## src/rtl/lcds_bp_pkg.sv

```systemverilog
// Shared types and constants for the LCDS hardware breakpoint unit.
// Slot configuration bundle, global FSM state and the status-byte bit layout.
package lcds_bp_pkg;

    localparam int STATUS_FETCH_BIT = 5;
    localparam int BP_CNT_MAX_W     = 16;

    typedef enum logic [1:0] {
        ARMED   = 2'd0,
        FIRED   = 2'd1,
        INDEBUG = 2'd2
    } bp_state_t;

    // count is carried at its maximum width; each slot keeps only CNT_W bits
    typedef struct packed {
        logic                    en;
        logic                    fetch_only;
        logic                    rearm;
        logic [15:0]             addr;
        logic [15:0]             mask;
        logic [BP_CNT_MAX_W-1:0] count;
    } bp_cfg_t;

endpackage

```

## src/rtl/lcds_bp_slot.sv

```systemverilog
// One breakpoint slot: config registers, pass counter and fire decision.
// A config write in the same cycle as a match takes priority over counting or firing.
module lcds_bp_slot
    import lcds_bp_pkg::*;
#(
    parameter int CNT_W = 8
) (
    input  logic        clk,
    input  logic        RST_n,
    input  logic        i_we,
    input  bp_cfg_t     i_cfg,
    input  logic        i_qual,
    input  logic [15:0] i_addr,
    input  logic [7:0]  i_data,
    input  logic        i_armed,
    input  logic        i_reload,
    output logic        o_fire
);

    logic             r_en;
    logic             r_fetch_only;
    logic             r_rearm;
    logic [15:0]      r_addr;
    logic [15:0]      r_mask;
    logic [CNT_W-1:0] r_count;
    logic [CNT_W-1:0] r_reload;

    logic w_match;
    logic w_hit;

    assign w_match = r_en && i_qual
                  && (((i_addr ^ r_addr) & ~r_mask) == 16'h0000)
                  && (!r_fetch_only || i_data[STATUS_FETCH_BIT]);
    assign w_hit   = i_armed && w_match && !i_we;
    assign o_fire  = w_hit && (r_count == '0);

    always_ff @(posedge clk) begin
        if (!RST_n) begin
            r_en         <= 1'b0;
            r_fetch_only <= 1'b0;
            r_rearm      <= 1'b0;
            r_addr       <= '0;
            r_mask       <= '0;
            r_count      <= '0;
            r_reload     <= '0;
        end else if (i_we) begin
            r_en         <= i_cfg.en;
            r_fetch_only <= i_cfg.fetch_only;
            r_rearm      <= i_cfg.rearm;
            r_addr       <= i_cfg.addr;
            r_mask       <= i_cfg.mask;
            r_count      <= CNT_W'(i_cfg.count);
            r_reload     <= CNT_W'(i_cfg.count);
        end else if (i_reload && r_rearm) begin
            r_count <= r_reload;
        end else if (w_hit) begin
            if (r_count != '0)
                r_count <= r_count - 1'b1;
            else if (!r_rearm)
                r_en <= 1'b0;
        end
    end

endmodule

```

## src/rtl/lcds_breakpoint.sv

```systemverilog
// Hardware breakpoint unit: qualifies SC/MP bus cycles, checks all slots and
// requests debug entry via DEBUG_n until the debug block acknowledges with INDBG_n.
//
// state   | meaning
// ARMED   | slots evaluated on every qualified bus cycle
// FIRED   | DEBUG_n held low, waiting for INDBG_n low
// INDEBUG | debug monitor running, matches ignored; rearm slots reload on exit
module lcds_breakpoint
    import lcds_bp_pkg::*;
#(
    parameter int NUM_BP = 2,
    parameter int CNT_W  = 8,
    localparam int SEL_W = (NUM_BP > 1) ? $clog2(NUM_BP) : 1
) (
    input  logic             clk,
    input  logic             RST_n,
    input  logic             ADS_n,
    input  logic [7:0]       data,
    input  logic [15:0]      cpu_addr,
    input  logic             INDBG_n,
    input  logic             cfg_we,
    input  logic [SEL_W-1:0] cfg_sel,
    input  logic             cfg_en,
    input  logic             cfg_fetch_only,
    input  logic             cfg_rearm,
    input  logic [15:0]      cfg_addr,
    input  logic [15:0]      cfg_mask,
    input  logic [CNT_W-1:0] cfg_count,
    output logic             DEBUG_n,
    output logic [SEL_W-1:0] bp_hit_id,
    output logic             bp_hit_valid
);

    bp_state_t        r_state;
    bp_state_t        w_state_nxt;
    logic             r_ads_q;
    logic [SEL_W-1:0] r_hit_id;
    logic             r_hit_valid;

    logic              w_qual;
    logic              w_armed;
    logic              w_reload;
    logic [NUM_BP-1:0] w_fire;
    logic              w_any_fire;
    logic [SEL_W-1:0]  w_fire_id;
    bp_cfg_t           w_cfg;

    // only the falling edge of ADS_n counts, however long the strobe stays low
    assign w_qual = !ADS_n && r_ads_q;

    assign w_cfg = '{en: cfg_en, fetch_only: cfg_fetch_only, rearm: cfg_rearm,
                     addr: cfg_addr, mask: cfg_mask, count: BP_CNT_MAX_W'(cfg_count)};

    for (genvar g = 0; g < NUM_BP; g++) begin : g_slot
        lcds_bp_slot #(.CNT_W(CNT_W)) u_slot (
            .clk      (clk),
            .RST_n    (RST_n),
            .i_we     (cfg_we && (cfg_sel == SEL_W'(g))),
            .i_cfg    (w_cfg),
            .i_qual   (w_qual),
            .i_addr   (cpu_addr),
            .i_data   (data),
            .i_armed  (w_armed),
            .i_reload (w_reload),
            .o_fire   (w_fire[g])
        );
    end

    always_comb begin
        w_any_fire = 1'b0;
        w_fire_id  = '0;
        for (int i = NUM_BP - 1; i >= 0; i--) begin
            if (w_fire[i]) begin
                w_any_fire = 1'b1;
                w_fire_id  = SEL_W'(i);
            end
        end
    end

    always_comb begin
        w_state_nxt = r_state;
        w_armed     = 1'b0;
        w_reload    = 1'b0;
        case (r_state)
            ARMED: begin
                w_armed = 1'b1;
                if (w_any_fire)
                    w_state_nxt = FIRED;
                else if (!INDBG_n)
                    w_state_nxt = INDEBUG;
            end
            FIRED: begin
                if (!INDBG_n)
                    w_state_nxt = INDEBUG;
            end
            INDEBUG: begin
                if (INDBG_n) begin
                    w_state_nxt = ARMED;
                    w_reload    = 1'b1;
                end
            end
            default: w_state_nxt = ARMED;
        endcase
    end

    always_ff @(posedge clk) begin
        if (!RST_n) begin
            r_state     <= ARMED;
            r_ads_q     <= 1'b1;
            r_hit_id    <= '0;
            r_hit_valid <= 1'b0;
        end else begin
            r_state <= w_state_nxt;
            r_ads_q <= ADS_n;
            if (w_armed && w_any_fire) begin
                r_hit_id    <= w_fire_id;
                r_hit_valid <= 1'b1;
            end
        end
    end

    assign DEBUG_n      = (r_state != FIRED);
    assign bp_hit_id    = r_hit_id;
    assign bp_hit_valid = r_hit_valid;

endmodule

```

## config.mk

```make
export PLATFORM = sky130hd
export DESIGN_NAME = lcds_breakpoint
export DESIGN_NICKNAME = d
export VERILOG_FILES = /design/src/rtl/lcds_bp_pkg.sv /design/src/rtl/lcds_bp_slot.sv /design/src/rtl/lcds_breakpoint.sv
export SDC_FILE = /design/constraint.sdc
export NUM_CORES = 1
export LEC_CHECK = 0
export BUFFER_PORTS_ARGS = -buffer_cell sky130_fd_sc_hd__buf_2
export CAP_MARGIN = 20
export CELL_PAD_IN_SITES_DETAIL_PLACEMENT = 0
export CELL_PAD_IN_SITES_GLOBAL_PLACEMENT = 1
export CORE_MARGIN = 10
export CORE_UTILIZATION = 45
export DETAILED_ROUTE_END_ITERATION = 7
export PLACE_DENSITY_LB_ADDON = 0.1
export SLEW_MARGIN = 30
export SYNTH_ARGS = -nofsm -noshare
export SYNTH_HDL_FRONTEND = slang
export SYNTH_SLANG_ARGS = --single-unit
```

## constraint.sdc

```tcl
create_clock -name clk -period 3.85 [get_ports clk]
set_input_delay 1.155 -clock clk [delete_from_list [all_inputs] [get_ports clk]]
set_output_delay 1.155 -clock clk [all_outputs]
set_load 0.02 [all_outputs]
```

==> run metrics, run 1 <==
Synth area leaders dfxtp_1, nand2_1, a21oi_1; cell breakdown of the critical path buf_2, xnor2_1, o22ai_1, nor4_1, and3b_1, nand2b_4, mux2i_1; DRC Markers 0; depth of the most critical reg-to-reg path 6; Antenna Cells 0; max_cap viols 0; status finished clean; core area between 10000 and 15000 sq um; Syn. warnings 0; boundary pin count 76; GRT Resource Usage Total around 18%; worst skew pair latency approximately 390 ps; final hold violations 0; post-DP HPWL just under 10000 um; Worst-Margin Slew roughly 850 ps; first drt pass iteration count 4; Crit. End Element flop; final WL about 14000 um; final antenna-violating net count 0; reg2reg end g_slot[0].u_slot.r_count[0]; leakage dissipation ~2.0 nW; fin. max-slew vios 0; Worst setup endpoint g_slot[0].u_slot.r_count[0]; Async SR Flop Fraction 0%; Final WS setup approximately 1100 ps; GR Layer Usage met1 between 20% and 30%; Fin Clk Skew between 8 and 9 ps; Mapped Cells just over 600; clock share of power between 20% and 30%; Site Rows 37; commonest cells after routing, fill and taps aside nand2_1, dfxtp_1, a21oi_1; post-cts gate resize count 0; gr busiest metal met2; routability cong. approximately 0.83; vias per cell 5.39; wire per inst ~17 um; EDFF count, synth 0; # port buffers between 60 and 70; DP Area roughly 5300 sq um; worst hold slack 458 ps; Slew headroom between 40 and 50%; Flop pwr share between 50% and 60%; period utilization a little over 70%; area grow syn2layout 11.9%; WP depth 7; CTS Sinks between 100 and 150; P_sw 0.649 mW; ys flop type dfxtp_1; launch point of the critical path cpu_addr[6]; Initial Util between 40% and 50%; Reg-to-Reg Start r_state[0]; CTS Root Cell clkbuf_8; final core occ a little over half; worst path buffer plus inverter count 1; pin count of the biggest net entering global routing 50; CP max stage cell nor4_1; met3 Use GR roughly 4.3%; Synth area leader dfxtp_1; Worst EP required roughly 4200 ps; Pwr Density between 400 and 500 nW/um^2; Fin Setup TNS 0 ps; Int Power about 1.6 mW; Syn Nets between 600 and 700; Sw Ratio between 20% and 30%; vias in the first global route approximately 4.3k; commonest non-fill, non-tap cell in the layout nand2_1; CP top delay family simple AND/OR/NAND/NOR gates; Seq cells post-synth about 110; Overflow after GRT 0; top achievable clock speed around 360 MHz; initial antenna violation count 0; Yosys cell types 57; CP Data Arrival Time slightly above 3000 ps; nets between 700 and 800; Startpoint Class input port; maximum vdd drop 0.311 mV; Final setup violation count 0; die area approximately 15000 sq um; worst hold path type reg -> reg; critical path peak fanout 8; first-pass GRT wire length about 22000 um; Comb power frac between 10% and 20%; min Tclk post-route approximately 2800 ps; Synth top area share 43.9%; share of layout cells above drive strength 1 between 15 and 20%; unrepaired setup endpoints after global routing false; reg-to-reg setup timing slack 1590 ps; WS Path Type in -> reg; post-route cell area about 5500 sq um; vias 4314; Max Root-Sink Buffers 2; CTS tree done; crit-path max cell delay 550 ps; GR Layer Usage met2 a little under a third; H-Tree Depth 3; 1st-iter DRT viols 259; Place WS 667 ps; die width approximately 120 um; CTS clk-pin slew, worst paths about 100 ps; CTS Buf Count 9; hold_buf cts 0; synthesized cell area around 4900 sq um; # Post-CTS Setup Buffers 0; syn avg cell area 7.96 sq um; register area share after synthesis a little over two fifths; Chip Height 124 um
==> logic make-up after synthesis <==
group	share of synthesized area, %
mux	0.205
compound gates	20.3
simple gates	23.4
fa+ha+maj	0.512
xor+xnor	7.36
flops	43.9
buf+inv	4.33
==> flip-flops by register name, summed over array words and instances, names as in the netlist <==
register and flops:
r_ads_q 1, g_slot.u_slot.r_reload 16, bp_hit_valid 1, r_state 2
g_slot.u_slot.r_mask 32, g_slot.u_slot.r_fetch_only 2, g_slot.u_slot.r_rearm 2, bp_hit_id 1
g_slot.u_slot.r_count 16, g_slot.u_slot.r_en 2, g_slot.u_slot.r_addr 32
==> per-layer routing <==
layer | share of wire (%) | vias to the layer above
met3 | 4.3 | 15
met2 | 50 | 78
met4 | 1.9 | 0
met5 | 0 | -
li1 | - | 2194
met1 | 44 | 2027
==> stage by stage <==
step                      total power [mW]  cells
after floorplan                       1.48    613
after global routing                  2.33    801
after detailed placement              1.60    785
final                                 2.21    801
after global placement                1.60    785
after CTS                             2.24    801
==> final cells by class <==
cell class / count / area, sq um
Fill cell: 1075 / 5000
Sequential cell: 107 / 2140
Inverter: 9 / 33.8
Clock inverter: 6 / 42.5
Multi-Input combinational cell: 458 / 2540
Clock buffer: 10 / 128
Timing Repair Buffer: 75 / 405
Tap cell: 136 / 170
==> power groups by stage <==
stage,Combinational (mW),Clock [mW],Sequential (mW)
final,0.376,0.627,1.20
after global routing,0.419,0.696,1.21
after detailed placement,0.375,0,1.23
after CTS,0.377,0.654,1.20
after floorplan,0.262,0,1.22
after global placement,0.369,0,1.23
==> how the worst min path moves through the flow <==
stage,from,end,slack [ps],cells past startpoint
3_5_place_dp,g_slot[0].u_slot.r_mask[7],g_slot[0].u_slot.r_mask[7],450,2
6_report,g_slot[0].u_slot.r_mask[7],g_slot[0].u_slot.r_mask[7],460,2
2_1_floorplan,g_slot[1].u_slot.r_reload[5],g_slot[1].u_slot.r_reload[5],430,2
4_1_cts,g_slot[0].u_slot.r_reload[6],g_slot[0].u_slot.r_reload[6],460,2
3_3_place_gp,g_slot[1].u_slot.r_reload[5],g_slot[1].u_slot.r_reload[5],440,2
5_1_grt,g_slot[0].u_slot.r_mask[7],g_slot[0].u_slot.r_mask[7],480,2
==> synthesized netlist by cell type, drive strengths merged, types with 2 or more instances <==
cell type    n
nand2b       5
o31ai        4
and4b        2
nand4        2
nand4b       2
xnor2       35
nor2        14
inv          9
a21oi       96
clkbuf      27
or4          3
nor4b        2
nand3        6
o22a         2
xor2         6
ha           2
o22ai       17
o21a         2
nor4         6
buf         12
a211oi       4
a311oi       8
nand2      188
dfxtp      107
o21ai       11
o211ai      11
and4         2
nor3b        2
nor3        12
==> worst min-delay path, cell delays in order, from the launching register on <==
cell     delay, ps
dfxtp_1        320
nand2_1         50
a21oi_1         50
(Power assumes the default switching activity.)
==> run 2: changes to the inputs <==
Settings changed: CORE_UTILIZATION 45 to 42.
Clock period 3.85 ns to 2.7 ns, I/O delays scaled along.
==> run 2 against run 1 <==
Sequential share of layout area shrank 1.8 points. Cell count rose by 2.4%. Worst setup slack worse by 600 ps. Power grew 66%. Sequential power is 43% higher. Utilization down 2.0 points. Die area rose by 6.0%. Routed wire length rose by 0.22%. Worst hold slack improved by 0.91 ps. Flip-flop and latch count stayed put. Global-route usage shrank 1.4 points.
==> run metrics, run 2 (same netlist as run 1, synthesis figures left out) <==
status finished clean; final core occ 50.2% (-2.0 points); unrepaired setup endpoints after global routing false; CTS Sinks 107 (unchanged); vias in the first global route 4314 (+0.68%); period utilization between 80 and 90%; final WL 13800 um (+0.22%); P_sw 0.994 mW (+53%); GRT Resource Usage Total 17.0% (-1.4 points); CTS Buf Count 9 (unchanged); boundary pin count 76 (unchanged); Worst EP required 2960 ps (-1210 ps); worst path buffer plus inverter count 2 (+1); share of layout cells above drive strength 1 18.5% (+1.6 points); DP Area 5420 sq um (+2.3%); Final setup violation count 0 (unchanged); top achievable clock speed between 400 and 500 MHz; Initial Util 42.8% (-3.9 points); fin. max-slew vios 0 (unchanged); final antenna-violating net count 0 (unchanged); routability cong. 0.802 (-3.3%); CP Data Arrival Time 2490 ps (-620 ps); Sw Ratio 27.2% (-2.2 points); Comb power frac 14.9% (-2.1 points); die area 16300 sq um (+6.0%); initial antenna violation count 0 (unchanged); Fin Clk Skew 12.0 ps (+3.00 ps); Place WS 114 ps (-553 ps); CTS tree done; worst skew pair latency 350 ps (-40 ps); 1st-iter DRT viols 270 (+4.2%); cell total after placement 804 (+2.4%); # Post-CTS Setup Buffers 0 (unchanged); hold_sp g_slot[1].u_slot.r_fetch_only; Startpoint Class input port; Worst Hold Endpoint g_slot[1].u_slot.r_fetch_only; Worst Hold Path Cells 2 (unchanged); Worst-Margin Slew 544 ps (-302 ps); final hold violations 0 (unchanged); Pwr Density 637 nW/um^2 (+58%); clock share of power 38.1% (+9.7 points); first-pass GRT wire length 22500 um (+1.2%); Overflow after GRT 0 (unchanged); vias 4406 (+2.1%); WS Path Type in -> reg; vias per cell 5.37 (-0.23%); hold_buf cts 0 (unchanged); worst hold path type reg -> reg; fin cells 820 (+2.4%); CP max stage cell nor4_2; CP top delay family simple AND/OR/NAND/NOR gates; Fin Setup TNS 0 ps (unchanged); commonest non-fill, non-tap cell in the layout nand2_1; min Tclk post-route around 2200 ps; DRC Markers 0 (unchanged); nets 747 (+1.6%); CTS clk-pin slew, worst paths 80 ps (-20 ps); pin count of the biggest net entering global routing 35 (-30%); Chip Height 128 um (+2.9%); # port buffers 68 (unchanged); maximum vdd drop 0.497 mV (+60%); cell breakdown of the critical path buf_2, nor4b_4, nand3_1, nor4_2, and4_1, buf_4, nor3_1, a211oi_1; first drt pass iteration count 4 (unchanged); Antenna Cells 0 (unchanged); depth of the most critical reg-to-reg path 7 (+1); post-cts gate resize count 0 (unchanged); reg2reg end g_slot[1].u_slot.r_count[3]; Final WS setup 467 ps (-596 ps); top flop regs g_slot.u_slot.r_addr: 32 flops, g_slot.u_slot.r_mask: 32 flops; Max Root-Sink Buffers 2 (unchanged); critical path peak fanout 3 (-5); leakage dissipation 2.17 nW (+6.8%); Crit. End Element flop; wire per inst 16.8 um (-2.1%); Reg-to-Reg Start r_state[0]; commonest cells after routing, fill and taps aside nand2_1, dfxtp_1, a21oi_1; core area 11400 sq um (+9.1%); crit-path max cell delay 400 ps (-150 ps); Flop pwr share 47.0% (-7.6 points); reg-to-reg setup timing slack 570 ps (-1020 ps); post-route cell area 5730 sq um (+4.9%); max_cap viols 0 (unchanged); post-DP HPWL 10100 um (+3.5%); Site Rows 39 (+5.4%); H-Tree Depth 3 (unchanged); die width 128 um (+2.9%); Int Power 2.66 mW (+71%); CTS Root Cell clkbuf_16; area grow syn2layout 17.4%; Slew headroom 63.7% (+20 points)
## run 2: final cells by class
type | count | area, sq um
repair buffers | 87 | 520
clock buffers | 10 | 239
fillers | 1187 | 5690
clock inverters | 6 | 77.6
inverters | 9 | 33.8
well taps | 143 | 179
multi-input cells | 458 | 2540
flip-flops and latches | 107 | 2140
## run 2: worst max path at each step
stage / from / endpoint / slack, ps / cells after the start
6_report: ADS_n / g_slot[1].u_slot.r_count[3] / 470 / 8
5_1_grt: cpu_addr[10] / g_slot[1].u_slot.r_count[3] / 260 / 8
4_1_cts: ADS_n / g_slot[1].u_slot.r_count[3] / 480 / 8
3_5_place_dp: ADS_n / g_slot[1].u_slot.r_count[3] / 110 / 8
3_3_place_gp: ADS_n / g_slot[1].u_slot.r_count[3] / 140 / 8
2_1_floorplan: cpu_addr[7] / g_slot[0].u_slot.r_count[0] / 480 / 8
## run 2: worst reg2reg max path: cells and delay by family, from the launching register on
kind / cells / cell delay, ps
compound gates: 1 / 190
buf+inv: 1 / 150
simple gates: 5 / 1310
flops: 1 / 400
## run 2: through the flow
stage	hold WS, ps	total power [mW]
2_1_floorplan	433	2.11
3_3_place_gp	442	2.29
3_5_place_dp	447	2.30
4_1_cts	458	3.70
5_1_grt	476	3.84
6_report	458	3.65
## run 2: power groups by stage
stage	Combinational (mW)	Clock, mW	Sequential, mW
floorplan	0.373	0	1.74
global placement	0.539	0	1.75
detailed placement	0.547	0	1.75
CTS	0.550	1.43	1.72
global route	0.612	1.50	1.73
finish	0.544	1.39	1.72
## run 2: routing by layer
metal,global-route usage [%],routed length [um]
met1,21.2,6220
met2,27.6,6590
met3,3.85,621
met4,6.75,357
met5,0,0
==> run 3: changes to the inputs <==
Clock period 2.7 ns to 2.1 ns, I/O delays scaled along.
==> run 3 against run 2 <==
Routed wire length grew 1.8%. Flip-flop and latch count is the same. First-iteration DRC count grew 12%. Die area is the same. Largest power group unchanged. Highest routed layer unchanged.
==> run metrics, run 3 (same netlist as run 1, synthesis figures left out) <==
Fillers 1138 (-4.1%); nets 766 (+2.5%); GRT Resource Usage Total 17.2% (+0.19 points); area grow syn2layout 21.8%; top flop regs g_slot.u_slot.r_addr: 32 flops, g_slot.u_slot.r_mask: 32 flops; top achievable clock speed between 400 and 500 MHz; initial antenna violation count 0 (unchanged); H-Tree Depth 3 (unchanged); pin count of the biggest net entering global routing 36 (+2.9%); routability cong. 0.836 (+4.3%); final antenna-violating net count 0 (unchanged); maximum vdd drop 0.488 mV (-1.9%); DRC Markers 0 (unchanged); min Tclk post-route ~2000 ps; CP max stage cell or4_4; register area 2140 sq um (unchanged); CP Data Arrival Time 2230 ps (-260 ps); cell breakdown of the critical path inv_1, ha_2, nand3b_2, or4_4, or4_4, o21ai_4, a2111oi_0; vias in the first global route 4371 (+1.3%); Worst EP required 2320 ps (-640 ps); # port buffers 68 (unchanged); hold_sp g_slot[1].u_slot.r_reload[7]; final WL 14000 um (+1.8%); Site Rows 39 (unchanged); fin. max-slew vios 0 (unchanged); core area 11400 sq um (unchanged); first-pass GRT wire length 22500 um (-0.16%); first drt pass iteration count 5 (+1); CTS tree done; # Post-CTS Setup Buffers 0 (unchanged); Worst Hold Endpoint g_slot[1].u_slot.r_reload[7]; Worst Hold Path Cells 2 (unchanged); Fin Clk Skew 10.4 ps (-1.64 ps); Max Root-Sink Buffers 2 (unchanged); commonest non-fill, non-tap cell in the layout nand2_1; Pwr Density 806 nW/um^2 (+26%); wire per inst 16.7 um (-0.43%); commonest cells after routing, fill and taps aside nand2_1, dfxtp_1, a21oi_1; reg2reg end r_state[1]; reg-to-reg setup timing slack 90 ps (-480 ps); leakage dissipation 2.28 nW (+5.0%); share of layout cells above drive strength 1 22.0% (+3.6 points); worst hold path type reg -> reg; WS Path Type reg -> reg; Crit. End Element flop; hold_buf cts 0 (unchanged); CTS clk-pin slew, worst paths 70 ps (about the same); critical path's most frequent cell or4_4; vias 4478 (+1.6%); final hold violations 0 (unchanged); vias per cell 5.34 (-0.55%); post-DP HPWL 9990 um (-0.91%); period utilization 95.8%; die width 128 um (unchanged); Final WS setup 87.6 ps (-379 ps); 1st-iter DRT viols 303 (+12%); boundary pin count 76 (unchanged); max_cap viols 0 (unchanged); final core occ 52.1% (+1.9 points); worst skew pair latency 360 ps (about the same); CTS Root Cell clkbuf_16; depth of the most critical reg-to-reg path 7 (unchanged); Place WS -276 ps (-390 ps); Startpoint Class flop; Slew headroom 60.3% (-3.4 points); Multi-input gate area 2590 sq um (+2.0%); Chip Height 128 um (unchanged); CTS Buf Count 9 (unchanged); Reg-to-Reg Start g_slot[1].u_slot.r_count[1]; Overflow after GRT 0 (unchanged); status finished clean; Final setup violation count 0 (unchanged); Initial Util 42.8% (unchanged); crit-path max cell delay 460 ps (+60 ps); Antenna Cells 0 (unchanged); CTS Sinks 107 (unchanged); critical path peak fanout 4 (+1); Worst-Margin Slew 595 ps (+51.4 ps); die area 16300 sq um (unchanged)
[run 3: worst max-delay path, delay by kind of cell (launching register included)]
kind,cells,cell delay [ps]
flops,1,340
compound gates,2,230
buf+inv,1,90
fa+ha+maj,1,200
simple gates,3,1000
[run 3: cell type report]
class | count | share of cell area (%)
tap | 143 | 3.01
sequential | 107 | 36.0
clock inverter | 6 | 1.47
clock buffer | 9 | 3.79
inverter | 9 | 0.568
multi-input combinational | 458 | 43.6
timing repair buffer | 106 | 11.6
[run 3: worst max-delay path by stage]
| stage | from | end | slack [ps] | cells after the start |
|---|---|---|---|---|
| 2_1_floorplan | cpu_addr[7] | g_slot[0].u_slot.r_count[0] | 60 | 8 |
| 6_report | g_slot[1].u_slot.r_count[1] | r_state[1] | 90 | 7 |
| 4_1_cts | g_slot[1].u_slot.r_count[0] | r_state[1] | 50 | 7 |
| 5_1_grt | cpu_addr[10] | g_slot[1].u_slot.r_en | -50 | 8 |
| 3_5_place_dp | ADS_n | g_slot[1].u_slot.r_count[5] | -280 | 8 |
| 3_3_place_gp | ADS_n | g_slot[1].u_slot.r_count[5] | -270 | 8 |
[run 3: what timing repair did]
action,in CTS,in global routing
resized for setup,0,12
endpoints found under the setup margin,0,13
endpoints found under the hold margin,0,0
[run 3: through the flow]
| stage | setup TNS, ps | cells | hold slack (ps) | cell area [sq um] | power, mW |
|---|---|---|---|---|---|
| global placement | -3940 | 823 | 442 | 5580 | 2.98 |
| floorplan | 0 | 613 | 433 | 4880 | 2.71 |
| global route | -80.5 | 838 | 475 | 5950 | 5.00 |
| finish | 0 | 838 | 455 | 5950 | 4.79 |
| detailed placement | -4380 | 823 | 444 | 5580 | 2.99 |
| CTS | 0 | 838 | 454 | 5900 | 4.82 |
[run 3: layer usage]
metal	global-route usage (%)	share of wire [%]	vias to the layer above
met5	0	0	-
met4	5.89	1.4	0
met3	4.34	4.7	17
met2	28.4	49	92
met1	21.2	45	2114
li1	-	-	2255
[run 3: power breakdown]
group / switching [mW] / total [mW] / internal [mW]
sequential: 0.0780 / 2.21 / 2.13
combinational: 0.409 / 0.753 / 0.344
clock: 0.787 / 1.83 / 1.04
total: 1.27 / 4.79 / 3.52
